### src/rtl/bcd_display_scanner.sv
// Multiplexed nine-digit 7-segment scanner for the binary-to-BCD converter.
// Digits are staged on load and promoted to the display only at a frame wrap.
module bcd_display_scanner #(
  parameter int PRESCALE     = 50000,
  parameter int BLANK_CYCLES = 16
) (
  input  logic       Clk,
  input  logic       Reset,
  input  logic       load,
  input  logic [3:0] BCD0,
  input  logic [3:0] BCD1,
  input  logic [3:0] BCD2,
  input  logic [3:0] BCD3,
  input  logic [3:0] BCD4,
  input  logic [3:0] BCD5,
  input  logic [3:0] BCD6,
  input  logic [3:0] BCD7,
  input  logic [3:0] BCD8,
  input  logic       blank_lz,
  output logic [6:0] seg,
  output logic       dp,
  output logic [8:0] an,
  output logic       frame_done
);

  localparam int CW = (PRESCALE > 1) ? $clog2(PRESCALE) : 1;
  localparam logic [CW-1:0] CNT_LAST  = CW'(PRESCALE - 1);
  localparam logic [CW-1:0] BLANK_END = CW'(BLANK_CYCLES);

  logic [CW-1:0]     cnt_q, cnt_d;
  logic [3:0]        idx_q, idx_d;
  logic [8:0][3:0]   stage_q, stage_d;
  logic [8:0][3:0]   disp_q, disp_d;
  logic              pending_q, pending_d;
  logic [6:0]        seg_q, seg_d;
  logic [8:0]        an_q, an_d;
  logic              frame_done_q, frame_done_d;

  logic [8:0][3:0]   bcdIn;
  logic              lastSlot;
  logic              frameEdge;
  logic [8:0]        lzMask;
  logic              allZero;
  logic [3:0]        curDigit;
  logic              curBlank;
  logic [8:0]        anOn;

  assign bcdIn = {BCD8, BCD7, BCD6, BCD5, BCD4, BCD3, BCD2, BCD1, BCD0};

  // Active-low glyphs; codes above 9 show a lone middle bar.
  function automatic logic [6:0] decode(input logic [3:0] v);
    logic [6:0] s;
    case (v)
      4'd0:    s = 7'h40;
      4'd1:    s = 7'h79;
      4'd2:    s = 7'h24;
      4'd3:    s = 7'h30;
      4'd4:    s = 7'h19;
      4'd5:    s = 7'h12;
      4'd6:    s = 7'h02;
      4'd7:    s = 7'h78;
      4'd8:    s = 7'h00;
      4'd9:    s = 7'h10;
      default: s = 7'h3F;
    endcase
    return s;
  endfunction

  assign lastSlot  = (cnt_q == CNT_LAST);
  assign frameEdge = lastSlot && (idx_q == 4'd8);

  always_comb begin
    cnt_d     = lastSlot ? '0 : cnt_q + 1'b1;
    idx_d     = idx_q;
    if (lastSlot) begin
      idx_d = (idx_q == 4'd8) ? 4'd0 : idx_q + 4'd1;
    end
    stage_d   = load ? bcdIn : stage_q;
    pending_d = load ? 1'b1 : (frameEdge ? 1'b0 : pending_q);
    disp_d    = (frameEdge && pending_q) ? stage_q : disp_q;
    frame_done_d = frameEdge;
  end

  // A digit is a leading zero when it and every more significant digit are zero.
  always_comb begin
    lzMask  = '0;
    allZero = 1'b1;
    for (int k = 8; k >= 1; k--) begin
      allZero   = allZero && (disp_q[k] == 4'd0);
      lzMask[k] = allZero;
    end
  end

  always_comb begin
    curDigit = '0;
    curBlank = 1'b0;
    anOn     = 9'h1FF;
    for (int k = 0; k < 9; k++) begin
      if (idx_q == 4'(k)) begin
        curDigit = disp_q[k];
        curBlank = lzMask[k];
        anOn[k]  = 1'b0;
      end
    end
  end

  always_comb begin
    if (cnt_q < BLANK_END) begin
      an_d  = 9'h1FF;
      seg_d = 7'h7F;
    end else begin
      an_d  = anOn;
      seg_d = (blank_lz && curBlank) ? 7'h7F : decode(curDigit);
    end
  end

  always_ff @(posedge Clk or posedge Reset) begin
    if (Reset) begin
      cnt_q        <= '0;
      idx_q        <= '0;
      stage_q      <= '0;
      disp_q       <= '0;
      pending_q    <= 1'b0;
      seg_q        <= 7'h7F;
      an_q         <= 9'h1FF;
      frame_done_q <= 1'b0;
    end else begin
      cnt_q        <= cnt_d;
      idx_q        <= idx_d;
      stage_q      <= stage_d;
      disp_q       <= disp_d;
      pending_q    <= pending_d;
      seg_q        <= seg_d;
      an_q         <= an_d;
      frame_done_q <= frame_done_d;
    end
  end

  assign seg        = seg_q;
  assign an         = an_q;
  assign dp         = 1'b1;
  assign frame_done = frame_done_q;

endmodule

### config.mk
export PLATFORM = sky130hd
export DESIGN_NAME = bcd_display_scanner
export DESIGN_NICKNAME = d
export VERILOG_FILES = /design/src/rtl/bcd_display_scanner.sv
export SDC_FILE = /design/constraint.sdc
export NUM_CORES = 1
export LEC_CHECK = 0
export ABC_CLOCK_PERIOD_IN_PS = 3320
export CAP_MARGIN = 40
export CORE_UTILIZATION = 34
export DETAILED_ROUTE_END_ITERATION = 7
export PLACE_DENSITY_LB_ADDON = 0.25
export REMOVE_ABC_BUFFERS = 1
export SYNTH_ARGS = -nofsm -noshare
export SYNTH_HDL_FRONTEND = slang
export SYNTH_SLANG_ARGS = --single-unit
### constraint.sdc
create_clock -name Clk -period 3.32 [get_ports Clk]
set_input_delay 0.332 -clock Clk [delete_from_list [all_inputs] [get_ports Clk]]
set_output_delay 0.332 -clock Clk [all_outputs]
set_load 0.01 [all_outputs]
# == Word level (Yosys, flattened, before mapping) ==
# Memories as Yosys holds them, arrays and structs flattened.
# Index checks and enable logic that the tools add are counted.
# word_totals
inputBits,40
mem_bits_ro,112
n_memories,1
regBits,110
# classes
magnitude_cmp,1
n_reduce_logical,20
n_addsub,2
mux,33
n_eq_ne,9
# mem_list
memory,depth,width,rd,rd_clocked_by_memory_dff,write_ports,line,source
(name not given),16,7,1,0,0,53,case (v)
# op_table
cell,n
4-bit 2-to-1 mux,10
4-bit logical NOT,9
1-bit 2-to-1 mux,19
16-bit by 1-bit adder with 16-bit output (second input constant),1
16-bit equality test (second input constant),1
4-bit by 3-bit equality test with 1-bit output (second input constant),4
16-bit by 5-bit < comparator with 1-bit output (second input constant),1
16-bit 2-to-1 mux,1
7-bit 2-to-1 mux,2
1-bit logical AND,10
9-bit 2-to-1 mux,1
4-bit by 2-bit equality test with 1-bit output (second input constant),2
4-bit by 1-bit adder with 4-bit output (second input constant),1
4-bit by 1-bit equality test with 1-bit output (second input constant),1
4-bit equality test (second input constant),1
2-bit nonzero test,1

# == Longest topological paths before layout ==
# Gate-level depths: netlist of run 1.
# logic_depth
word_depth,19
depth_mapped,13
mapped_depth_nobuf,11

# == Least setup slack after synthesis of run 1 ==
# OpenSTA, ideal clock, no wires.
# synth_timing
path_kind,register -> register
start,register idx_q[0]
end,register seg_q[3] (netlist: seg[3])
path_buffers,2
stages_incl_launch_ff,13
t_required_ns,3.216
arrival_ns,2.181
setup_time_ns,0.104
slack_ns,1.035
path_cell_list,dfrtp_1 inv_1 ha_1 buf_2 clkbuf_1 a211oi_1 a21oi_1 o211ai_1 inv_1 ha_1 nand2_1 nor3_1 a31oi_1
# synth_between
elab_chain_cells,13
elab_cells_between_ends,30
# synth_lines
element,line,source
start: declaration,31,"logic [3:0] idx_q, idx_d;"
start signal: assignment,129,idx_q <= idx_d;
4-bit logical NOT,99,if (idx_q == 4'(k)) begin
4-bit 2-to-1 mux (9 in series),99,
memory read 16 x 7 bit,--,
7-bit 2-to-1 mux *,113,seg_d = (blank_lz && curBlank) ? 7'h7F : decode(curDigit);
7-bit 2-to-1 mux *,108,if (cnt_q < BLANK_END) begin
named net seg_d[3],35,"logic [6:0] seg_q, seg_d;"
end signal: assignment,133,seg_q <= seg_d;
end: declaration,35,
# The timed path passes the listed nets; every way through them passes the cells marked *.
# A chain may end at the register's enable or synchronous reset.

# == Worst setup path in the final report of run 1 ==
# layout_timing
start,register idx_q[1]
end,register seg_q[5] (netlist: seg[5])
# Same word-level chain as after synthesis.

==> impl_metrics.csv, run 1 <==
group,metric,value,unit
status,status,"finished with violations",
status,violations,"DRC",
clock_tree,cts_htree_levels,3,
route,first_pass_iters,7,
timing,setup_slack,488,ps
timing,tightest_slew,830,ps
logic_synthesis,syn_area_per_cell,12.2,sq um
die,die_h,125,um
setup_path,crit_path_start,"idx_q[1]",
route,routedWlPerCell,14.9,um
clock_tree,cts_sinks,110,
die,initial_core_util,35.0,%
cells_and_area,synthToLayoutAreaGrowth,20.2,%
setup_path,worstSetupPathType,"reg2reg",
logic_synthesis,netlist_area,5130,sq um
setup_path,rr_worst_depth,10,
power_and_ir_drop,peakVddDrop,0.253,mV
route,via_per_inst,5.05,
min_path,hold_path.class,"in2async",
clock_tree,cts_setup_buffers,0,
setup_path,worst-path-stages,10,
setup_path,crit_buf_inv,2,
cells_and_area,utilization,42.1,%
die,fp-row-count,44,
logic_synthesis,ys_seq_area_share,54.1,%
cells_and_area,stdcell_area,6160,sq um
logic_synthesis,synth_top_area_share,45.9,%
grt,grt_pass1_wl,17000,um
timing,post-route-min-period,2830,ps
clock_tree,root_buffer,"clkbuf_16",
clock_tree,clk_pin_slew,70,ps
setup_path,critPathCapture,"seg[5]",
setup_path,reg2reg_from,"idx_q[1]",
setup_path,path_max_fanout,21,
cells_and_area,nets,522,
logic_synthesis,synth_warnings,0,
clock_tree,cts_tree,"done",
grt,grt_overflow,0,
timing,hold_violations,0,
placed_design,routabilityCongestion,0.822,
route,vias,3340,
logic_synthesis,yosysTopAreaCell,"dfrtp_1",
clock_tree,postCtsHoldBufs,0,
power_and_ir_drop,powerDensity,424,nW/um^2
logic_synthesis,ys.flop_type,"dfrtp_1",
timing,fin_crit_sh,85.3,%
placed_design,portBuffers,56,
timing,setup_tns,0,ps
logic_synthesis,synth_edf_count,0,
setup_path,cp_top_family,"compound AO/OA/AOI/OAI gates",
cells_and_area,layout-drive-gt1-share,24.1,%
setup_path,slowest_stage,"ha_1",
clock_tree,clock_latency,350,ps
grt,antenna_found_initial,0,
logic_synthesis,ys_top_cells_by_area,"dfrtp_1 46%, mux2_2 9.2%, mux2_4 8.8%, dfstp_2 8.2%, nand2_1 2.6%",
route,drt.antenna.violating_nets,0,
setup_path,rrSetupSlack,490,ps
timing,max_freq,353,MHz
power_and_ir_drop,power.leakage,2.71,nW
die,die_area,15600,sq um
route,first_iter_violations,231,
clock_tree,ctsResizeCount,0,
setup_path,path_cells,"inv_1 -> ha_1 -> nand3b_1 -> a221oi_1 -> a311oi_1 -> o21a_1 -> inv_1 -> ha_1 -> nor4_1 -> a31oi_1",
timing,setup_viol,0,
logic_synthesis,yosys_register_bits,110,
route,drt_wl_total,9880,um
grt,grt_max_degree,45,
flow_run,max_cap_viol_count,0,
power_and_ir_drop,p_total,2.61,mW
timing,worst_slew_margin_rel,44.2,%
grt,grt_pass1_vias,3369,
setup_path,rr_endpoint,"seg[5]",
setup_path,crit_path_max_incr_delay,540,ps
placed_design,pre_cts_ws,544,ps
grt,grtUsageTotal,13.8,%
setup_path,required,3560,ps
die,ios,58,
setup_path,cp.arrival,3070,ps
logic_synthesis,postSynthCellCount,420,
cells_and_area,n_antenna_cell,0,
timing,rsz0062_at_grt,"no",
timing,slew_violations,0,
setup_path,critPathLaunchType,"register",
logic_synthesis,yosys.cell_types.count,53,
placed_design,dpl-instance-area,5870,sq um
timing,clock_skew,4.75,ps
logic_synthesis,synthArstFlopShare,100,%
cells_and_area,layout_common_cells,"94 x dfrtp_1, 56 x clkdlybuf4s50_1, 42 x mux2_2, 36 x nand2_1, 30 x mux2_4",
placed_design,post-dp-hpwl,7170,um
setup_path,worst_setup_path_end_kind,"register",
cells_and_area,final_common_cell,"dfrtp_1",
die,core_area,14600,sq um
route,drc,6,
die,die_w,125,um
clock_tree,numCtsBuffers,9,
clock_tree,cts_buffer_depth,2,
[worst min-delay path by stage]
stage	start	endpoint	slack [ps]	depth (start not counted)
6_report	Reset	cnt_q[7]	360	2
5_1_grt	Reset	idx_q[0]	410	2
4_1_cts	Reset	idx_q[0]	370	2
3_5_place_dp	cnt_q[10]	cnt_q[10]	480	1
3_3_place_gp	cnt_q[10]	cnt_q[10]	480	1
2_1_floorplan	load	pending_q	420	1
[state kept, by name, summed over array words and instances, names as in the netlist]
register and cells:
seg 7, stage_q 36, pending_q 1, idx_q 4, cnt_q 16, an 9
frame_done 1, disp_q 36
[synth_stat cells (2+ instances only)]
cell type	number
xnor2_1	5
o21a_1	2
nor3_1	8
nand3_1	9
dfrtp_1	94
and3_1	4
a31oi_1	5
nand2_1	36
mux2_2	42
or3_1	3
buf_2	5
inv_1	17
mux2_4	30
nand3b_1	5
a221oi_1	2
ha_1	10
nand4_1	3
nor2_1	17
mux2i_1	4
a22o_1	3
nor4_1	10
xor2_1	8
nor2b_1	2
nand2b_1	2
a21oi_1	18
o21ai_0	16
a211oi_1	5
clkbuf_1	12
buf_6	3
dfstp_2	16
buf_4	2
[power by group]
part,internal (mW),leakage [nW],total (mW),switching (mW)
combinational,0.0849,1.19,0.136,0.0508
clock,0.593,0.142,1.07,0.478
sequential,1.38,1.38,1.41,0.0245
total,2.06,2.71,2.61,0.553
[per-stage QoR]
stage | std cells | hold WS (ps)
final | 661 | 363
after global routing | 661 | 407
after CTS | 661 | 369
after detailed placement | 645 | 482
after global placement | 644 | 484
after floorplan | 397 | 424
[routing by layer]
layer | up-vias | wire length, um | GRT usage (%)
li1 | 1590 | - | -
met1 | 1646 | 4600 | 18.2
met3 | 11 | 523 | 3.69
met4 | 0 | 112 | 6.10
met2 | 93 | 4650 | 21.4
met5 | - | 0 | 0
[cells by family after synthesis]
family,after synthesis,synth area share [%]
DFF,110,54.1
and+or+nand+nor,109,11.4
muxes,76,18.8
AOI/OAI and AO/OA,61,7.35
buffers and inverters,40,3.66
xor gates and xnor gates,13,2.22
adders and majority gates,10,2.44
other,1,0.0731
[area by class of cell]
type | count | area, sq um
clock buffer | 12 | 236
clock inverter | 4 | 56.3
fill | 1425 | 8480
inverter | 17 | 66.3
multi-input combinational | 270 | 2170
sequential | 110 | 2770
tap | 184 | 230
timing repair buffer | 64 | 633
No activity file was read; power rests on OpenSTA's default activity.
==> inputs of run 2 (changes only) <==
--- a/config.mk
+++ b/config.mk
@@ -6,7 +6,7 @@
 export NUM_CORES = 1
 export LEC_CHECK = 0
 export ABC_CLOCK_PERIOD_IN_PS = 3320
-export CAP_MARGIN = 40
+export CAP_MARGIN = 30
 export CORE_UTILIZATION = 34
 export DETAILED_ROUTE_END_ITERATION = 7
 export PLACE_DENSITY_LB_ADDON = 0.25
==> run 2 against run 1 <==
The run still ends with DRC left. Fmax unchanged. Worst hold slack did not move. Critical path depth is the same. Critical endpoint unchanged. Combinational power is essentially flat. Total power unchanged. Clock-buffer cell count unchanged. Register-to-register slack about the same.
==> impl_metrics.csv, run 2 (synthesized netlist as in run 1, its figures left out) <==
group,metric,value,unit
setup_path,rrSetupSlack,490,ps
cells_and_area,layout_common_cells,"94 x dfrtp_1, 56 x clkdlybuf4s50_1, 42 x mux2_2, 36 x nand2_1, 30 x mux2_4",
timing,setup_tns,0,ps
cells_and_area,multi_input_area,2170,sq um
clock_tree,clock_latency,350,ps
grt,antenna_found_initial,0,
clock_tree,cts_htree_levels,3,
grt,grtUsageTotal,13.8,%
die,initial_core_util,35.0,%
timing,post-route-min-period,2830,ps
power_and_ir_drop,power.leakage,2.71,nW
min_path,hold_path.class,"in2async",
placed_design,routabilityCongestion,0.822,
route,first_iter_violations,231,
die,die_area,15600,sq um
route,drt_wl_total,9880,um
cells_and_area,utilization,42.1,%
status,violations,"DRC",
placed_design,dp.cells,645,
setup_path,cp.arrival,3070,ps
die,fp-row-count,44,
die,die_h,125,um
power_and_ir_drop,p_total,2.61,mW
grt,grt_max_degree,45,
die,core_area,14600,sq um
placed_design,pre_cts_ws,544,ps
setup_path,rr_worst_depth,10,
placed_design,post-dp-hpwl,7170,um
grt,grt_pass1_wl,17000,um
setup_path,critPathLaunchType,"register",
setup_path,worst_setup_path_end_kind,"register",
grt,grt_pass1_vias,3369,
cells_and_area,n_antenna_cell,0,
setup_path,worstSetupPathType,"reg2reg",
route,via_per_inst,5.05,
clock_tree,cts_buffer_depth,2,
timing,tightest_slew,830,ps
timing,rsz0062_at_grt,"no",
timing,hold_violations,0,
cells_and_area,reg_top3,"disp_q: 36 flops, stage_q: 36 flops, cnt_q: 16 flops",
clock_tree,clk_pin_slew,70,ps
clock_tree,cts_sinks,110,
timing,slew_violations,0,
placed_design,portBuffers,56,
clock_tree,cts_setup_buffers,0,
grt,grt_overflow,0,
timing,setup_slack,488,ps
clock_tree,ctsResizeCount,0,
route,first_pass_iters,7,
route,drt.antenna.violating_nets,0,
power_and_ir_drop,peakVddDrop,0.253,mV
clock_tree,postCtsHoldBufs,0,
clock_tree,cts_tree,"done",
timing,fin_crit_sh,85.3,%
setup_path,reg2reg_from,"idx_q[1]",
power_and_ir_drop,powerDensity,424,nW/um^2
clock_tree,root_buffer,"clkbuf_16",
timing,max_freq,353,MHz
cells_and_area,nets,522,
flow_run,max_cap_viol_count,0,
cells_and_area,final_common_cell,"dfrtp_1",
timing,worst_slew_margin_rel,44.2,%
cells_and_area,synthToLayoutAreaGrowth,20.2,%
route,drc,6,
route,vias,3340,
cells_and_area,layout-drive-gt1-share,24.1,%
die,ios,58,
setup_path,required,3560,ps
die,die_w,125,um
cells_and_area,fill_cells,1425,
cells_and_area,seqCellArea,2770,sq um
clock_tree,numCtsBuffers,9,
setup_path,path_max_fanout,21,
status,status,"finished with violations",
timing,clock_skew,4.75,ps
timing,setup_viol,0,
route,routedWlPerCell,14.9,um
setup_path,rr_endpoint,"seg[5]",
cells_and_area,instances_no_fill,661,
==> run 2: cell counts in the layout (fill, tap and decap cells not counted) <==
Identical to the previous run, type by type.
==> run 2: per-layer routing <==
layer  global-route usage, %  wire [um]  part of all wire, %  vias up
li1                        -          -                    -     1590
met5                       0          0                    0        -
met2                    21.4       4650                   47       93
met3                    3.69        523                  5.3       11
met1                    18.2       4600                   47     1646
met4                    6.10        112                  1.1        0
==> run 2: area by class of cell <==
cell class	instances	area share (%)
multi-input combinational	270	35.2
timing repair buffer	64	10.3
clock inverter	4	0.914
inverter	17	1.08
sequential	110	45.0
clock buffer	12	3.84
tap	184	3.74
==> run 2: report_power, final <==
group	internal, mW	switching (mW)	total, mW	leakage (nW)
sequential	1.38	0.0245	1.41	1.38
combinational	0.0849	0.0508	0.136	1.19
clock	0.593	0.478	1.07	0.142
==> run 2: worst max-delay path, stage by stage (launching register included) <==
cell	delay, ps
dfrtp_1	420
inv_1	110
ha_1	540
nand3b_1	190
a221oi_1	80
a311oi_1	340
o21a_1	290
inv_1	150
ha_1	240
nor4_1	280
a31oi_1	80
==> run 2: worst max-delay path by stage <==
stage | startpoint | endpoint | slack [ps] | cells after the start
final | idx_q[1] | seg[5] | 490 | 10
after floorplan | Reset | cnt_q[0] | 110 | 1
after global placement | idx_q[1] | seg[5] | 670 | 10
after detailed placement | idx_q[1] | seg[5] | 540 | 10
after global routing | idx_q[0] | seg[5] | 300 | 11
after CTS | idx_q[1] | seg[5] | 490 | 10
==> run 2: through the flow <==
stage          area [sq um]  hold slack, ps
5_1_grt                6160             407
2_1_floorplan          5000             424
3_3_place_gp           5850             484
6_report               6160             363
4_1_cts                6160             369
3_5_place_dp           5870             482
==> inputs of run 3 (changes only) <==
--- a/config.mk
+++ b/config.mk
@@ -7,10 +7,11 @@
 export LEC_CHECK = 0
 export ABC_CLOCK_PERIOD_IN_PS = 3320
 export CAP_MARGIN = 30
-export CORE_UTILIZATION = 34
+export CORE_UTILIZATION = 35
 export DETAILED_ROUTE_END_ITERATION = 7
 export PLACE_DENSITY_LB_ADDON = 0.25
 export REMOVE_ABC_BUFFERS = 1
+export SLEW_MARGIN = 15
 export SYNTH_ARGS = -nofsm -noshare
 export SYNTH_HDL_FRONTEND = slang
 export SYNTH_SLANG_ARGS = --single-unit
==> run 3 against run 2 <==
The run now ends clean. Total power decreased by 2.8%. Setup slack got worse by 75 ps. Final cell count decreased by 0.76%. Sequential power about the same. Combinational power about the same. Sequential share of layout area increased by 0.14 points. Non-clock buffer count decreased by 1. Die area decreased by 2.8%. Register-to-register slack got worse by 80 ps. Clock power decreased by 7%. Routed wire length increased by 0.82%. Worst hold slack improved by 110 ps. Critical path type unchanged. Critical endpoint unchanged.
==> impl_metrics.csv, run 3 (synthesized netlist as in run 1, its figures left out) <==
group,metric,value,unit
status,status,"finished, final reports clean",
grt,antenna_found_initial,0,
route,first_pass_iters,4,
timing,fin_crit_sh,87.6,%
route,routedWlPerCell,15.2,um
timing,finalHoldWorstSlack,470,ps
clock_tree,root_buffer,"clkbuf_16",
route,drt_wl_total,9960,um
route,first_iter_violations,267,
die,die_w,123,um
flow_run,max_cap_viol_count,0,
setup_path,rr_endpoint,"seg[5]",
cells_and_area,final_common_cell,"dfrtp_1",
min_path,hold_path.class,"in2async",
placed_design,dpl-instance-area,5870,sq um
die,initial_core_util,36.4,%
setup_path,cp.arrival,3150,ps
clock_tree,clk_pin_slew,70,ps
timing,clock_skew,7.06,ps
clock_tree,cts_htree_levels,3,
timing,setup_tns,0,ps
cells_and_area,synthToLayoutAreaGrowth,19.8,%
setup_path,crit_path_start,"idx_q[1]",
cells_and_area,nets,521,
timing,worst_slew_margin_rel,49.3,%
clock_tree,cts_sinks,110,
power_and_ir_drop,power.leakage,2.71,nW
route,drc,0,
placed_design,portBuffers,56,
cells_and_area,fill_cells,1346,
power_and_ir_drop,p_total,2.54,mW
timing,post-route-min-period,2910,ps
die,fp-row-count,43,
clock_tree,cts_setup_buffers,0,
clock_tree,postCtsHoldBufs,0,
setup_path,path_max_fanout,21,
setup_path,reg2reg_from,"idx_q[1]",
timing,max_freq,344,MHz
setup_path,required,3560,ps
die,core_area,14100,sq um
cells_and_area,layout_common_cells,"94 x dfrtp_1, 56 x clkdlybuf4s50_1, 42 x mux2_2, 36 x nand2_1, 30 x mux2_4",
cells_and_area,reg_top3,"disp_q: 36 flops, stage_q: 36 flops, cnt_q: 16 flops",
clock_tree,numCtsBuffers,9,
timing,tightest_slew,756,ps
timing,slew_violations,0,
timing,hold_violations,0,
route,vias,3300,
route,via_per_inst,5.03,
die,die_h,123,um
cells_and_area,n_antenna_cell,0,
clock_tree,cts_tree,"done",
setup_path,worstSetupPathType,"reg2reg",
power_and_ir_drop,peakVddDrop,0.240,mV
setup_path,critPathLaunchType,"register",
cells_and_area,stdcell_area,6140,sq um
power_and_ir_drop,powerDensity,414,nW/um^2
setup_path,critPathCapture,"seg[5]",
grt,grt_pass1_vias,3294,
placed_design,routabilityCongestion,0.844,
route,drt.antenna.violating_nets,0,
grt,grt_overflow,0,
grt,grtUsageTotal,14.7,%
setup_path,rr_worst_depth,10,
grt,grt_pass1_wl,16900,um
setup_path,rrSetupSlack,410,ps
setup_path,worst_setup_path_end_kind,"register",
cells_and_area,layout-drive-gt1-share,23.9,%
clock_tree,ctsResizeCount,0,
placed_design,post-dp-hpwl,7140,um
timing,rsz0062_at_grt,"no",
clock_tree,cts_buffer_depth,2,
die,ios,58,
timing,setup_viol,0,
clock_tree,clock_latency,350,ps
grt,grt_max_degree,63,
die,die_area,15100,sq um
run 3: cell count changes in the layout (fill, tap and decap cells not counted), sizes merged:
cell	delta
bufinv	-1
clkbuf	+2
buf	-1
clkinv	+1
inv	-2
run 3: power by group:
part           internal (mW)  switching, mW  total [mW]  leakage [nW]
Combinational         0.0833         0.0502       0.133          1.20
Sequential              1.38         0.0241        1.41          1.38
Clock                  0.549          0.451        1.00         0.137
Total                   2.02          0.526        2.54          2.71
run 3: critical path: stages, from the launching register on:
cell	delay, ps
dfrtp_1	410
inv_1	120
ha_1	570
nand3b_1	190
a221oi_1	80
a311oi_1	390
o21a_1	290
inv_1	140
ha_1	240
nor4_1	300
a31oi_1	70
run 3: per-layer routing:
layer,track usage (%),share of wire (%),vias up
met5,0,0,-
li1,-,-,1579
met3,4.61,3.8,7
met2,22.7,48,62
met4,3.99,0.85,0
met1,20.0,47,1652
run 3: area by class of cell:
cell class	instances	area, sq um	area share (%)
timing repair buffer	63	638	10.4
tap	180	225	3.67
clock buffer	14	264	4.30
multi-input combinational	270	2170	35.3
clock inverter	2	10.0	0.163
sequential	110	2770	45.1
inverter	17	66.3	1.08
run 3: how the worst min path moves through the flow:
stage	end	slack (ps)	cells after the start
after CTS	cnt_q[1]	510	2
final	cnt_q[1]	470	2
after floorplan	pending_q	420	1
after global routing	cnt_q[11]	520	1
after detailed placement	cnt_q[11]	490	1
after global placement	cnt_q[10]	480	1
run 3: metrics by stage:
stage / util (%) / setup slack [ps] / std cells
floorplan: - / 112 / 397
global placement: 41.6 / 637 / 640
detailed placement: 41.6 / 468 / 640
CTS: 43.6 / 430 / 656
global route: 43.6 / 111 / 656
finish: 43.6 / 413 / 656
